$ cat src/rtl/mix_columns_iter_if.sv
// mix_columns_iter_if: handshake and data bundle for the iterative MixColumns engine.
// Ports: in_valid/in_ready/in_state/in_inv (input side), out_valid/out_ready/out_state
//        (output side), busy (status). slave = engine side, master = driver/consumer side.
interface mix_columns_iter_if;
  logic         in_valid;
  logic         in_ready;
  logic [127:0] in_state;
  logic         in_inv;
  logic         out_valid;
  logic         out_ready;
  logic [127:0] out_state;
  logic         busy;

  modport master (
    output in_valid, in_state, in_inv, out_ready,
    input  in_ready, out_valid, out_state, busy
  );

  modport slave (
    input  in_valid, in_state, in_inv, out_ready,
    output in_ready, out_valid, out_state, busy
  );
endinterface

$ cat src/rtl/mix_columns_iter.sv
// mix_columns_iter: iterative AES MixColumns (optionally InvMixColumns), COLS_PER_CYCLE columns/clk.
// Latency: accept at edge k -> out_valid after edge k+NCYC (NCYC = 4/COLS_PER_CYCLE); back-to-back
//          accepts in DONE give one state per NCYC+1 cycles. Backpressure: result held until out_ready.
// Ports: clk, rst (async active-high), bus (mix_columns_iter_if.slave): in_valid/in_ready/in_state/
//        in_inv, out_valid/out_ready/out_state, busy. Byte order: column c = bits [127-32c -: 32],
//        row r of a column at bits [31-8r -: 8]. Optional macro MIX_COLUMNS_INV_EN enables the
//        per-transaction inverse transform; without it in_inv is ignored and only forward is built.
module mix_columns_iter #(
  parameter int COLS_PER_CYCLE = 1
) (
  input  logic              clk,
  input  logic              rst,
  mix_columns_iter_if.slave bus
);

  localparam int NCYC = 4 / COLS_PER_CYCLE;
  localparam logic [1:0] LAST_CNT = 2'(NCYC - 1);

  if (!(COLS_PER_CYCLE == 1 || COLS_PER_CYCLE == 2 || COLS_PER_CYCLE == 4)) begin : g_bad_cfg
    $error("mix_columns_iter: COLS_PER_CYCLE must be 1, 2 or 4");
  end

  // ---------------------------------------------------------------------------
  // GF(2^8) helpers, modulus 0x11B
  // ---------------------------------------------------------------------------
  function automatic logic [7:0] xtime(input logic [7:0] x);
    return {x[6:0], 1'b0} ^ (x[7] ? 8'h1B : 8'h00);
  endfunction

  // Columns are {row0, row1, row2, row3} from MSB to LSB.
  function automatic logic [31:0] mix_fwd(input logic [31:0] c);
    logic [7:0] a0, a1, a2, a3;
    {a0, a1, a2, a3} = c;
    return { xtime(a0) ^ xtime(a1) ^ a1 ^ a2 ^ a3,
             a0 ^ xtime(a1) ^ xtime(a2) ^ a2 ^ a3,
             a0 ^ a1 ^ xtime(a2) ^ xtime(a3) ^ a3,
             xtime(a0) ^ a0 ^ a1 ^ a2 ^ xtime(a3) };
  endfunction

`ifdef MIX_COLUMNS_INV_EN
  // Returns {0e*a, 0b*a, 0d*a, 09*a}, sharing one xtime chain (x2, x4, x8).
  function automatic logic [31:0] inv_mul(input logic [7:0] a);
    logic [7:0] x2, x4, x8;
    x2 = xtime(a);
    x4 = xtime(x2);
    x8 = xtime(x4);
    return {x8 ^ x4 ^ x2, x8 ^ x2 ^ a, x8 ^ x4 ^ a, x8 ^ a};
  endfunction

  function automatic logic [31:0] mix_inv(input logic [31:0] c);
    logic [31:0] p0, p1, p2, p3;  // per-row products {e, b, d, 9}
    p0 = inv_mul(c[31:24]);
    p1 = inv_mul(c[23:16]);
    p2 = inv_mul(c[15:8]);
    p3 = inv_mul(c[7:0]);
    // Field layout of p*: [31:24]=e, [23:16]=b, [15:8]=d, [7:0]=9
    return { p0[31:24] ^ p1[23:16] ^ p2[15:8]  ^ p3[7:0],
             p0[7:0]   ^ p1[31:24] ^ p2[23:16] ^ p3[15:8],
             p0[15:8]  ^ p1[7:0]   ^ p2[31:24] ^ p3[23:16],
             p0[23:16] ^ p1[15:8]  ^ p2[7:0]   ^ p3[31:24] };
  endfunction
`endif

  // ---------------------------------------------------------------------------
  // State
  // ---------------------------------------------------------------------------
  typedef enum logic [1:0] {
    ST_IDLE = 2'd0,
    ST_BUSY = 2'd1,
    ST_DONE = 2'd2
  } state_e;

  state_e           state_q;
  logic [1:0]       cnt_q;
  logic [3:0][31:0] data_q;       // latched input; element 3 is column 0
  logic [3:0][31:0] out_q;        // result; element 3 is column 0
  logic [3:0][31:0] out_d;
  logic             inv_q;
  logic             inv_d;
  logic             out_valid_q;
  logic             busy_q;
  logic             in_ready_w;
  logic             accept;
  logic [1:0]       col_sel;

`ifdef MIX_COLUMNS_INV_EN
  assign inv_d = bus.in_inv;
`else
  // Mode is never used in a forward-only build; keep it tied off.
  assign inv_d = 1'b0;
  logic unused_inv;
  assign unused_inv = bus.in_inv ^ inv_q;
`endif

  // Ready is combinational so DONE can hand off and accept on the same edge.
  assign in_ready_w = ~rst & ((state_q == ST_IDLE) |
                              ((state_q == ST_DONE) & bus.out_ready));
  assign accept     = bus.in_valid & in_ready_w;

  // ---------------------------------------------------------------------------
  // Column datapath: COLS_PER_CYCLE copies of the column transform, each
  // steered to column cnt_q*COLS_PER_CYCLE + j.
  // ---------------------------------------------------------------------------
  always_comb begin
    out_d   = out_q;
    col_sel = 2'd0;
    for (int j = 0; j < COLS_PER_CYCLE; j++) begin
      col_sel = 2'(int'(cnt_q) * COLS_PER_CYCLE + j);
`ifdef MIX_COLUMNS_INV_EN
      out_d[2'd3 - col_sel] = inv_q ? mix_inv(data_q[2'd3 - col_sel])
                                    : mix_fwd(data_q[2'd3 - col_sel]);
`else
      out_d[2'd3 - col_sel] = mix_fwd(data_q[2'd3 - col_sel]);
`endif
    end
  end

  // ---------------------------------------------------------------------------
  // Control FSM with registered outputs
  // ---------------------------------------------------------------------------
  always_ff @(posedge clk or posedge rst) begin
    if (rst) begin
      state_q     <= ST_IDLE;
      cnt_q       <= 2'd0;
      data_q      <= '0;
      inv_q       <= 1'b0;
      out_q       <= '0;
      out_valid_q <= 1'b0;
      busy_q      <= 1'b0;
    end else begin
      case (state_q)
        ST_IDLE: begin
          if (accept) begin
            data_q  <= bus.in_state;
            inv_q   <= inv_d;
            cnt_q   <= 2'd0;
            busy_q  <= 1'b1;
            state_q <= ST_BUSY;
          end
        end

        ST_BUSY: begin
          out_q <= out_d;
          cnt_q <= cnt_q + 2'd1;
          if (cnt_q == LAST_CNT) begin
            out_valid_q <= 1'b1;
            state_q     <= ST_DONE;
          end
        end

        ST_DONE: begin
          if (bus.out_ready) begin
            out_valid_q <= 1'b0;
            if (bus.in_valid) begin
              // Back-to-back: result handed off and next state taken on one edge.
              data_q  <= bus.in_state;
              inv_q   <= inv_d;
              cnt_q   <= 2'd0;
              state_q <= ST_BUSY;
            end else begin
              busy_q  <= 1'b0;
              state_q <= ST_IDLE;
            end
          end
        end

        default: begin
          out_valid_q <= 1'b0;
          busy_q      <= 1'b0;
          state_q     <= ST_IDLE;
        end
      endcase
    end
  end

  assign bus.in_ready  = in_ready_w;
  assign bus.out_valid = out_valid_q;
  assign bus.out_state = out_q;
  assign bus.busy      = busy_q;

endmodule

$ cat src/flat_wrapper.sv
// flat-port wrapper written by rule: the top's interface ports become plain ports
module mix_columns_iter_flat 
#(
  parameter int COLS_PER_CYCLE = 1
)
  (clk, rst, bus_in_valid, bus_in_state, bus_in_inv, bus_out_ready, bus_in_ready, bus_out_valid, bus_out_state, bus_busy);
  mix_columns_iter_if bus_i ();
  input  logic clk;
  input  logic rst;
  input wire logic [$bits(bus_i.in_valid)-1:0] bus_in_valid;
  input wire logic [$bits(bus_i.in_state)-1:0] bus_in_state;
  input wire logic [$bits(bus_i.in_inv)-1:0] bus_in_inv;
  input wire logic [$bits(bus_i.out_ready)-1:0] bus_out_ready;
  output wire logic [$bits(bus_i.in_ready)-1:0] bus_in_ready;
  output wire logic [$bits(bus_i.out_valid)-1:0] bus_out_valid;
  output wire logic [$bits(bus_i.out_state)-1:0] bus_out_state;
  output wire logic [$bits(bus_i.busy)-1:0] bus_busy;
  assign bus_i.in_valid = bus_in_valid;
  assign bus_i.in_state = bus_in_state;
  assign bus_i.in_inv = bus_in_inv;
  assign bus_i.out_ready = bus_out_ready;
  assign bus_in_ready = bus_i.in_ready;
  assign bus_out_valid = bus_i.out_valid;
  assign bus_out_state = bus_i.out_state;
  assign bus_busy = bus_i.busy;
  mix_columns_iter #(.COLS_PER_CYCLE(COLS_PER_CYCLE)) u_core (.clk(clk), .rst(rst), .bus(bus_i));
endmodule
$ cat config.mk
export PLATFORM = sky130hd
export DESIGN_NAME = mix_columns_iter_flat
export DESIGN_NICKNAME = d
export VERILOG_FILES = /design/src/rtl/mix_columns_iter_if.sv /design/src/rtl/mix_columns_iter.sv /design/src/flat_wrapper.sv
export SDC_FILE = /design/constraint.sdc
export NUM_CORES = 1
export LEC_CHECK = 0
export ABC_AREA = 1
export BUFFER_PORTS_ARGS = -buffer_cell sky130_fd_sc_hd__buf_2
export CORE_UTILIZATION = 50
export DETAILED_ROUTE_END_ITERATION = 8
export PLACE_DENSITY = 0.77
export SETUP_SLACK_MARGIN = 0.02
export SLEW_MARGIN = 10
export SYNTH_ARGS = -nofsm -noshare
export SYNTH_HDL_FRONTEND = slang
export SYNTH_SLANG_ARGS = --single-unit
export TNS_END_PERCENT = 10
$ cat constraint.sdc
create_clock -name clk -period 11.35 [get_ports clk]
set_input_delay 2.27 -clock clk [delete_from_list [all_inputs] [get_ports clk]]
set_output_delay 2.27 -clock clk [all_outputs]
set_load 0.01 [all_outputs]
* Word level (Yosys, flattened, before mapping)
Cells that the tools add are included. Widths: inputs -> output; s select.
Cells by class: bitwise gates (word level) 27, $add $sub $neg 2, mux-type cells 29, reductions and logical operators 9, eq/ne operators 8, $lt $le $gt $ge 2
Operator list (number):
- $mux 128 | 3
- $pmux 128 s2 | 1
- $xor 8x8->8 | 20
- $bwmux 128 | 1
- $bmux 32 s2 | 1
- $demux 32 s2 | 1
- $mux 32 | 2
- $mux 5 | 4
- $mux 2 | 6
- $pmux 2 s3 | 2
- $reduce_and 4->1 | 3
- $mux 1 | 6
- $ne 2x2->1 const B | 3
- $pmux 1 s3 | 2
- $reduce_and 3->1 | 2
- $eq 2x2->1 const B | 2
- $ne 2x1->1 const B | 2
- $and 1x1->1 | 3
- $lt 2x3->1 const B | 1
- $not 1->1 | 3
- $reduce_bool 3->1 | 1
- $add 2x1->2 const B | 1
- $eq 2x1->1 const B | 1
- $ge 2x1->1 const B | 1
- 5 further kinds | 5
Storage, ports and cells: logic and storage cells 89, bits of input ports 133, flip-flop bits (word level) 262, output and inout port bits 131

* Longest topological paths before layout
Gate-level depths: netlist of the first run.
depth after elaboration 10, gate-level depth with buffers 15, mapped depth without buffers 13

* Worst setup path before layout of the first run
No wires, ideal clock.
path kind input to output, start point in rst, end point out bus_in_ready, path slack 706 ps, buffers on the path 0, required time 9080 ps, cell stages on the path 2, data arrival time 8374 ps, path through inv_1 > and3_1
On the way: word-level cells in the longest chain between the ends 2
Ends and longest elaborated chain:
- start: declaration | line flat_wrapper.sv:9 | input logic rst;
- $not 1->1 | line mix_columns_iter.sv:96 | assign in_ready_w = ~rst & ((state_q == ST_IDLE) |
- $and 1x1->1 | line mix_columns_iter.sv:96
- end: declaration | line flat_wrapper.sv:14 | output wire logic [$bits(bus_i.in_ready)-1:0] bus_in_ready;
No other way between the ends.

* Worst setup path in the final report of the first run
Same ends and word-level chain as after synthesis.

==> results of run 1 <==
[per-layer routing]
metal	vias up	wire [um]	track usage [%]
li1	6485	-	-
met3	79	3340	4.28
met4	0	1180	8.22
met2	612	18700	46.3
met1	6358	18000	41.6
met5	-	0	0
[sequential cells by signal (all words and copies together), names as in the netlist]
| signal | count |
|---|---|
| u_core.bus.out_valid | 1 |
| u_core.bus.out_state | 128 |
| u_core.data_q | 128 |
| u_core.cnt_q | 2 |
| u_core.state_q | 2 |
| u_core.bus.busy | 1 |
[how the worst max path moves through the flow]
stage,cells past startpoint,end,start
floorplan,2,bus_in_ready,rst
global placement,4,bus_in_ready,rst
detailed placement,4,bus_in_ready,rst
CTS,4,bus_in_ready,rst
global route,4,bus_in_ready,rst
finish,4,bus_in_ready,rst
[cell families (layout without fill, tap and decap cells)]
group           after synthesis  in the layout  share of synthesized area [%]
xor+xnor                      5              5                          0.374
simple gates               1483           1483                           44.9
compound gates               28             28                           1.05
buf+inv                     145            381                           5.51
fa+ha+maj                     4              4                          0.365
flops                       262            262                           47.8
[area by class of cell]
cell class              instances  area [um^2]  area share [%]
clock buffers                  47          893            5.60
clock inverters                 5         35.0           0.219
inverters                      54          218            1.36
multi-input cells            1520         6420            40.2
flip-flops and latches        262         6560            41.1
well taps                     341          427            2.67
repair buffers                275         1410            8.83
[per-stage QoR]
stage	std cells	worst slack [ns]	utilization (%)	cell area (um^2)
detailed placement	2452	5.63	55.8	15000
global placement	2452	5.66	55.8	15000
global route	2504	5.54	59.2	16000
finish	2504	5.69	59.2	16000
CTS	2504	5.63	59.2	16000
floorplan	1927	0.706	-	13700
[synthesized netlist by cell type]
cell	number	area share [%]
nand3b_4	1	0.15
ha_1	4	0.36
buf_2	28	1.0
o21ai_1	2	0.073
buf_6	9	0.74
buf_1	11	0.30
and3_1	1	0.046
or2_1	1	0.046
nand3_1	309	11
clkbuf_1	16	0.44
buf_4	27	1.5
nand3b_1	6	0.33
o21ai_0	5	0.18
nand2_1	1087	30
nand2_2	43	2.0
nor2_1	26	0.71
inv_8	1	0.082
dfrtp_1	262	48
a21oi_2	1	0.064
xnor2_1	4	0.26
nand3_2	5	0.36
inv_2	12	0.33
nand4_1	1	0.046
xnor2_2	1	0.12
inv_1	41	1.1
a21oi_1	20	0.73
nand2_4	3	0.25
[tightest hold or removal path: cells and delay by family (launching register included)]
| family | cells | cell delay, ns |
|---|---|---|
| flip-flops | 1 | 0.34 |
| AND/OR/NAND/NOR | 2 | 0.11 |
==> results.md, run 1 <==
* Synthesized Nets at 2064
* Drc violations at 0
* Row cnt at 60
* Slew @ Worst Pin at 1.26 ns
* Worst Hold Endpoint: u_core.data_q[94]$_DFFE_PP0P_
* Area grow syn2layout at 16.4%
* R2R Path Start: u_core.cnt_q[1]$_DFFE_PP0P_
* Core area at 27000 um^2
* Port Buffers at 262
* RSZ-0062 raised after global routing: no
* Critical Path Fanout Max at 120
* Sum Neg Setup Slack at 0 ns
* Synth cell types at 27
* Commonest non-fill, non-tap cell in the layout: nand2_1
* Final hold violations at 0
* CTS tree: yes
* CP dominant cell by count: buf_2
* Status: finished clean
* GRT overflow at 0
* Max-cap violation count at 0
* Sequential element share of the synthesized area at 47.8%
* F_max at 177 MHz
* Io pins at 264
* CP arrival at 3.39 ns
* Mapped Cells at 1927
* # hold bufs at CTS at 0
* R2R Path End: u_core.bus.out_state[1]$_DFFE_PP0P_
* Critical Path End Type: output port
* WHS Path Cells at 2
* Via/cell ratio at 5.40
* Routed vias at 13500
* DRT Pass-1 Iters at 6
* Initial Util at 50.9%
* Clock buffer depth at 3
* Post-Route WL at 41200 um
* Yosys warnings at 0
* Most frequent cells in the layout: 1086 x nand2_1, 309 x nand3_1, 262 x buf_2, 260 x dfrtp_1, 41 x nand2_2
* R2R setup slack at 8.16 ns
* Part of the cycle the worst path needs at 49.8%
* Synthesized area at 13700 um^2
* Worst Setup Path Type: primary input to output port
* Min Tclk post-route at 5.66 ns
* Worst Hold Launch: u_core.data_q[94]$_DFFE_PP0P_
* Hold Crit Class: flip-flop to flip-flop
* Clk slew on worst S/H paths at 0.06 ns
* Clock Sink Count at 262
* Global-route wire length before repair at 64900 um
* Root Buffer Master: clkbuf_16
* Nets at 2278
* Die W at 168 um
* Htree depth at 1
* Seq cells post-synth at 262
* Req. time, crit path at 9.08 ns
* Cell family with most CP delay: buffers and inverters
* Syn_area_per_cell at 7.12 um^2
* Final Max Tran Viols at 0
* CP Buf/Inv Count at 3
* Setup Skew at 0.0104 ns
* Die Y at 168 um
* Initial DRC count at 1426
* Post-route ant nets at 0
* Crit path max-delay cell type: inv_8
* Post-CTS Setup Bufs at 0
* Fin Hold WS at 0.471 ns
* Vias in the first global route at 12300
* Layout cells sized above 1 at 18.0%
* Diode count at 0
* Crit start category: primary input
* CTS resizes at 0
* # fillers at 2525
* # setup viols final at 0
* Reg2reg path depth at 11
* WL per Instance at 16.5 um
* Worst-Skew Late Latency at 0.55 ns
* CP peak stage delay at 0.51 ns
* CP Cell Sequence: buf_2 -> inv_8 -> and3_1 -> buf_2
* RePlAce Congestion at 0.885
* Die Footprint at 28100 um^2
* Pin count of the biggest net entering global routing at 121
* CTS Buf Count at 28
* Total track usage at 29.2%
* Initial antenna violation count at 0
* Post-DP HPWL at 28500 um
* Worst rel slew slack at 15.8%
Power of run 1 is not shown: default switching activity piles up to over one toggle a cycle in this logic, so the estimate is an artifact.
==> run 2, diff against run 1 <==
--- a/config.mk
+++ b/config.mk
@@ -9,7 +9,7 @@
 export BUFFER_PORTS_ARGS = -buffer_cell sky130_fd_sc_hd__buf_2
 export CORE_UTILIZATION = 50
 export DETAILED_ROUTE_END_ITERATION = 8
-export PLACE_DENSITY = 0.77
+export PLACE_DENSITY = 0.8
 export SETUP_SLACK_MARGIN = 0.02
 export SLEW_MARGIN = 10
 export SYNTH_ARGS = -nofsm -noshare
==> constraint.sdc (replaced) <==
create_clock -name clk -period 5.16 [get_ports clk]
set_input_delay 1.032 -clock clk [delete_from_list [all_inputs] [get_ports clk]]
set_output_delay 1.032 -clock clk [all_outputs]
set_load 0.01 [all_outputs]
==> results.md, run 2 (synthesis gave the netlist of run 1 again) <==
* CP peak stage delay at 0.72 ns
* Slew @ Worst Pin at 1.25 ns
* DRT Pass-1 Iters at 5
* Req. time, crit path at 5.64 ns
* Reg2reg path depth at 8
* DR WL met3 at 3230 um
* Crit path max-delay cell type: inv_1
* Worst rel slew slack at 16.6%
* Via/cell ratio at 5.40
* Vias in the first global route at 12500
* Worst Setup Path Type: flip-flop to flip-flop
* Fin area at 16000 um^2
* R2R setup slack at 2.13 ns
* Clk slew on worst S/H paths at 0.06 ns
* Hold Crit Class: flip-flop to flip-flop
* CP dominant cell by count: buf_4
* Fin Hold WS at 0.471 ns
* Final Max Tran Viols at 0
* Status: finished clean
* # setup viols final at 0
* Area grow syn2layout at 17.0%
* Nets at 2282
* Row cnt at 60
* Htree depth at 1
* Clock buffer depth at 3
* RSZ-0062 raised after global routing: no
* Cell family with most CP delay: buffers and inverters
* Core area at 27000 um^2
* Routed vias at 13600
* R2R Path End: u_core.bus.out_state[78]$_DFFE_PP0P_
* Diode count at 0
* Worst Hold Launch: u_core.data_q[25]$_DFFE_PP0P_
* Critical Path End Type: flip-flop
* Post-DP HPWL at 28800 um
* Io pins at 264
* Initial Util at 50.9%
* Worst-Skew Late Latency at 0.55 ns
* CP Buf/Inv Count at 4
* Max-cap violation count at 0
* Post-CTS Setup Bufs at 0
* Commonest non-fill, non-tap cell in the layout: nand2_1
* Pin count of the biggest net entering global routing at 113
* Crit start category: flip-flop
* Final hold violations at 0
* CTS tree: yes
* R2R Path Start: u_core.cnt_q[0]$_DFFE_PP0P_
* F_max at 330 MHz
* WHS Path Cells at 2
* Post-route ant nets at 0
* WL per Instance at 16.3 um
* Port Buffers at 262
* Dpl ws at 2.15 ns
* Placed instance area at 15100 um^2
* Setup Skew at 0.0111 ns
* Met2 WL at 19100 um
* Die Footprint at 28100 um^2
* Die W at 168 um
* Global-route wire length before repair at 65900 um
* Max layer used: met4
* Total track usage at 29.4%
* Root Buffer Master: clkbuf_16
* GRT overflow at 0
* Drc violations at 0
* Initial DRC count at 1179
* Initial antenna violation count at 0
* Part of the cycle the worst path needs at 58.7%
* Critical Path Fanout Max at 63
* Min Tclk post-route at 3.03 ns
* Final WS setup at 2.13 ns
* Most frequent cells in the layout: 1086 x nand2_1, 309 x nand3_1, 262 x buf_2, 260 x dfrtp_1, 41 x nand2_2
* CP arrival at 3.51 ns
* Wl on met1 at 17800 um
* # hold bufs at CTS at 0
* Die Y at 168 um
* CTS resizes at 0
* Clock Sink Count at 262
* Post-Route WL at 40900 um
* RePlAce Congestion at 0.901
* Layout cells sized above 1 at 18.1%
* CP Cell Sequence: buf_4 -> ha_1 -> nand2_1 -> buf_4 -> inv_1 -> buf_4 -> nand3_1 -> nand2_1
* Post-layout util at 59.5%
* CTS Buf Count at 28
* Worst Hold Endpoint: u_core.data_q[25]$_DFFE_PP0P_
## run 2: cell types whose count changed in the layout (fill, tap and decap cells not counted), sizes merged
cell      change
clkbuf        -2
bufinv        +3
inv           -1
clkinv        +3
buf           +4
clkinvlp      -3
## run 2: cell type report
| class | count | area [um^2] |
|---|---|---|
| fillers | 2456 | 10900 |
| flip-flops and latches | 262 | 6560 |
| multi-input cells | 1520 | 6420 |
| repair buffers | 279 | 1450 |
| clock buffers | 45 | 856 |
| well taps | 341 | 427 |
| inverters | 54 | 214 |
| clock inverters | 7 | 114 |
## run 2: per-layer routing
metal | global-route usage [%] | vias to the layer above
met3 | 3.88 | 58
li1 | - | 6497
met4 | 6.66 | 0
met5 | 0 | -
met1 | 41.1 | 6434
met2 | 48.6 | 563
## run 2: worst max-delay path by stage
stage                           startpoint                                    to  slack, ns  cells past startpoint
6_report       u_core.cnt_q[0]$_DFFE_PP0P_  u_core.bus.out_state[78]$_DFFE_PP0P_       2.13                      8
5_1_grt        u_core.cnt_q[0]$_DFFE_PP0P_  u_core.bus.out_state[82]$_DFFE_PP0P_       1.97                      8
4_1_cts        u_core.cnt_q[0]$_DFFE_PP0P_  u_core.bus.out_state[72]$_DFFE_PP0P_       2.18                      8
3_5_place_dp                           rst           u_core.cnt_q[1]$_DFFE_PP0P_       2.15                      9
3_3_place_gp   u_core.cnt_q[0]$_DFFE_PP0P_  u_core.bus.out_state[65]$_DFFE_PP0P_       2.22                      8
2_1_floorplan                          rst                          bus_in_ready      -1.63                      2
## run 2: worst reg2reg max path: cells and delay by family, from the launching register on
kind                       cells  cell delay, ns
buffers and inverters          4            1.93
DFF                            1            0.53
adders and majority gates      1            0.28
and+or+nand+nor                3            0.23
## run 2: per-stage QoR
step,instances,setup TNS (ns)
final,2508,0
after global routing,2508,0
after CTS,2508,0
after detailed placement,2456,0
after global placement,2456,0
after floorplan,1927,-178.05
Power of run 2 is left out for the same reason.
==> run 3, diff against run 2 <==
--- a/config.mk
+++ b/config.mk
@@ -5,11 +5,11 @@
 export SDC_FILE = /design/constraint.sdc
 export NUM_CORES = 1
 export LEC_CHECK = 0
-export ABC_AREA = 1
+export ABC_AREA = 0
 export BUFFER_PORTS_ARGS = -buffer_cell sky130_fd_sc_hd__buf_2
 export CORE_UTILIZATION = 50
 export DETAILED_ROUTE_END_ITERATION = 8
-export PLACE_DENSITY = 0.8
+export PLACE_DENSITY = 0.79
 export SETUP_SLACK_MARGIN = 0.02
 export SLEW_MARGIN = 10
 export SYNTH_ARGS = -nofsm -noshare
==> constraint.sdc (replaced) <==
create_clock -name clk -period 2.9 [get_ports clk]
set_input_delay 0.58 -clock clk [delete_from_list [all_inputs] [get_ports clk]]
set_output_delay 0.58 -clock clk [all_outputs]
set_load 0.01 [all_outputs]
==> results.md, run 3 <==
* Worst rel slew slack at 51.4%
* Clk slew on worst S/H paths at 0.06 ns
* Status: finished clean
* Io pins at 264
* Seq cells post-synth at 262
* # hold bufs at CTS at 0
* Post-route ant nets at 0
* Yosys warnings at 0
* Synth cell types at 30
* Port Buffers at 262
* Initial antenna violation count at 3
* Global-route wire length before repair at 42500 um
* Fin Hold WS at 0.234 ns
* Row cnt at 55
* Top cells by area, synth: dfrtp_1 56%, mux2_2 12%, mux4_2 6.2%
* Hold Crit Class: primary input to async pin
* Top Usage Layer GRT: met2
* # setup viols final at 0
* CTS tree: yes
* Routed vias at 7450
* Drc violations at 0
* Crit start category: flip-flop
* Most frequent cells in the layout: 262 x buf_2, 261 x dfrtp_1, 132 x nand2_1, 128 x mux2_2, 128 x o21ai_1
* Primary FF master, synth: dfrtp_1
* Placed instance area at 13300 um^2
* Fin area at 14200 um^2
* Min Tclk post-route at 2.51 ns
* Critical Path Fanout Max at 23
* Most common library cells after synthesis: 262 x dfrtp_1, 136 x nand2_1, 128 x mux2_2, 128 x o21ai_1, 41 x clkbuf_1
* DRT Pass-1 Iters at 4
* CTS Buf Count at 26
* Synthesized area at 11600 um^2
* Worst Setup Path Type: flip-flop to flip-flop
* Initial Util at 51.3%
* Via/cell ratio at 5.33
* Layout cells sized above 1 at 44.5%
* Post-DP HPWL at 19300 um
* Synthesized Nets at 976
* Total track usage at 23.2%
* Root Buffer Master: clkbuf_16
* WL per Instance at 19.2 um
* Die W at 155 um
* Biggest area consumer among synthesized cells: dfrtp_1
* Clock Sink Count at 262
* Slew @ Worst Pin at 0.729 ns
* Clock buffer depth at 3
* Post-CTS Setup Bufs at 0
* Max-cap violation count at 0
* Pin count of the biggest net entering global routing at 135
* RSZ-0062 raised after global routing: no
* Critical Path End Type: flip-flop
* Commonest non-fill, non-tap cell in the layout: buf_2
* Vias in the first global route at 7739
* Sequential element share of the synthesized area at 56.3%
* Count leader, synth: dfrtp_1
* Die Footprint at 23900 um^2
* Mapped Cells at 839
* Number of synthesized flops with an enable pin at 0
* Final hold violations at 0
* Setup Skew at 0.0186 ns
* GR Util met2 at 39.0%
* F_max at 398 MHz
* Htree depth at 1
* RePlAce Congestion at 0.795
* Post-Route WL at 26800 um
* Yosys top cell area share at 56.3%
* Core area at 22700 um^2
* Syn_area_per_cell at 13.9 um^2
* Part of the cycle the worst path needs at 86.6%
* Sum Neg Setup Slack at 0 ns
* Async SR Flop Fraction at 100%
* CTS resizes at 0
* Die Y at 155 um
* GRT overflow at 0
* Nets at 1231
* Area grow syn2layout at 21.6%
* CP arrival at 2.96 ns
* Final Max Tran Viols at 0
* Met1 GRT Util at 30.9%
* Initial DRC count at 420
* Worst-Skew Late Latency at 0.53 ns
* Met3 Use GR at 5.52%
* Req. time, crit path at 3.35 ns
## run 3: cell types whose count changed after synthesis, moves of 38 or more
cell | previous run | this run
mux2_2 | 0 | 128
inv_1 | 41 | 3
o21ai_1 | 2 | 128
nand2_1 | 1087 | 136
nand3_1 | 309 | 0
nand2_2 | 43 | 0
## run 3: cell type report
class	count	area, um^2
multi-input cells	523	4850
well taps	285	357
inverters	3	15.0
repair buffers	278	1530
clock inverters	10	110
fillers	1735	8550
clock buffers	34	732
diodes	2	5.00
flip-flops and latches	262	6560
## run 3: final timing paths
| path | to | slack, ns | cells past startpoint | start |
|---|---|---|---|---|
| max | u_core.bus.out_state[71]$_DFFE_PP0P_ | 0.39 | 5 | u_core.cnt_q[0]$_DFFE_PP0P_ |
| min | u_core.bus.busy$_DFFE_PP0P_ | 0.23 | 3 | rst |
| max reg2reg | u_core.bus.out_state[71]$_DFFE_PP0P_ | 0.39 | 5 | u_core.cnt_q[0]$_DFFE_PP0P_ |
| min reg2reg | u_core.bus.out_state[115]$_DFFE_PP0P_ | 0.48 | 2 | u_core.bus.out_state[115]$_DFFE_PP0P_ |
| max in group asynchronous | u_core.data_q[101]$_DFFE_PP0P_ | 1.45 | 4 | rst |
| min in group clk | u_core.data_q[102]$_DFFE_PP0P_ | 0.28 | 2 | bus_in_state[102] |
## run 3: per-layer routing
layer	vias to the layer above	wire (um)
met2	240	13000
met4	4	540
met5	-	31
li1	3465	-
met3	41	1800
met1	3700	11400
## run 3: cells by family (layout without fill, tap and decap cells)
group	after synthesis	count (layout)	share of synthesized area, %
flip-flops	262	262	56.3
XOR/XNOR	73	73	11.6
multiplexers	160	160	18.6
AND/OR/NAND/NOR	149	149	4.99
buffers and inverters	54	325	2.16
adder cells (fa/ha/maj)	4	4	0.430
other	0	2	0
AO/OA/AOI/OAI	137	137	5.95
## run 3: through the flow
stage | setup WS (ns) | instances | utilization [%]
floorplan | -2.57 | 839 | -
global placement | 0.449 | 1351 | 58.6
detailed placement | 0.401 | 1351 | 58.6
CTS | 0.383 | 1395 | 62.3
global route | 0.253 | 1395 | 62.3
finish | 0.388 | 1397 | 62.3
## run 3: critical path, stage by stage (launching register included)
cell,delay [ns]
dfrtp_2,0.40
buf_12,0.23
mux4_2,0.72
xor2_2,0.40
xnor3_1,0.49
o21ai_1,0.17
Power of run 3 is left out for the same reason.
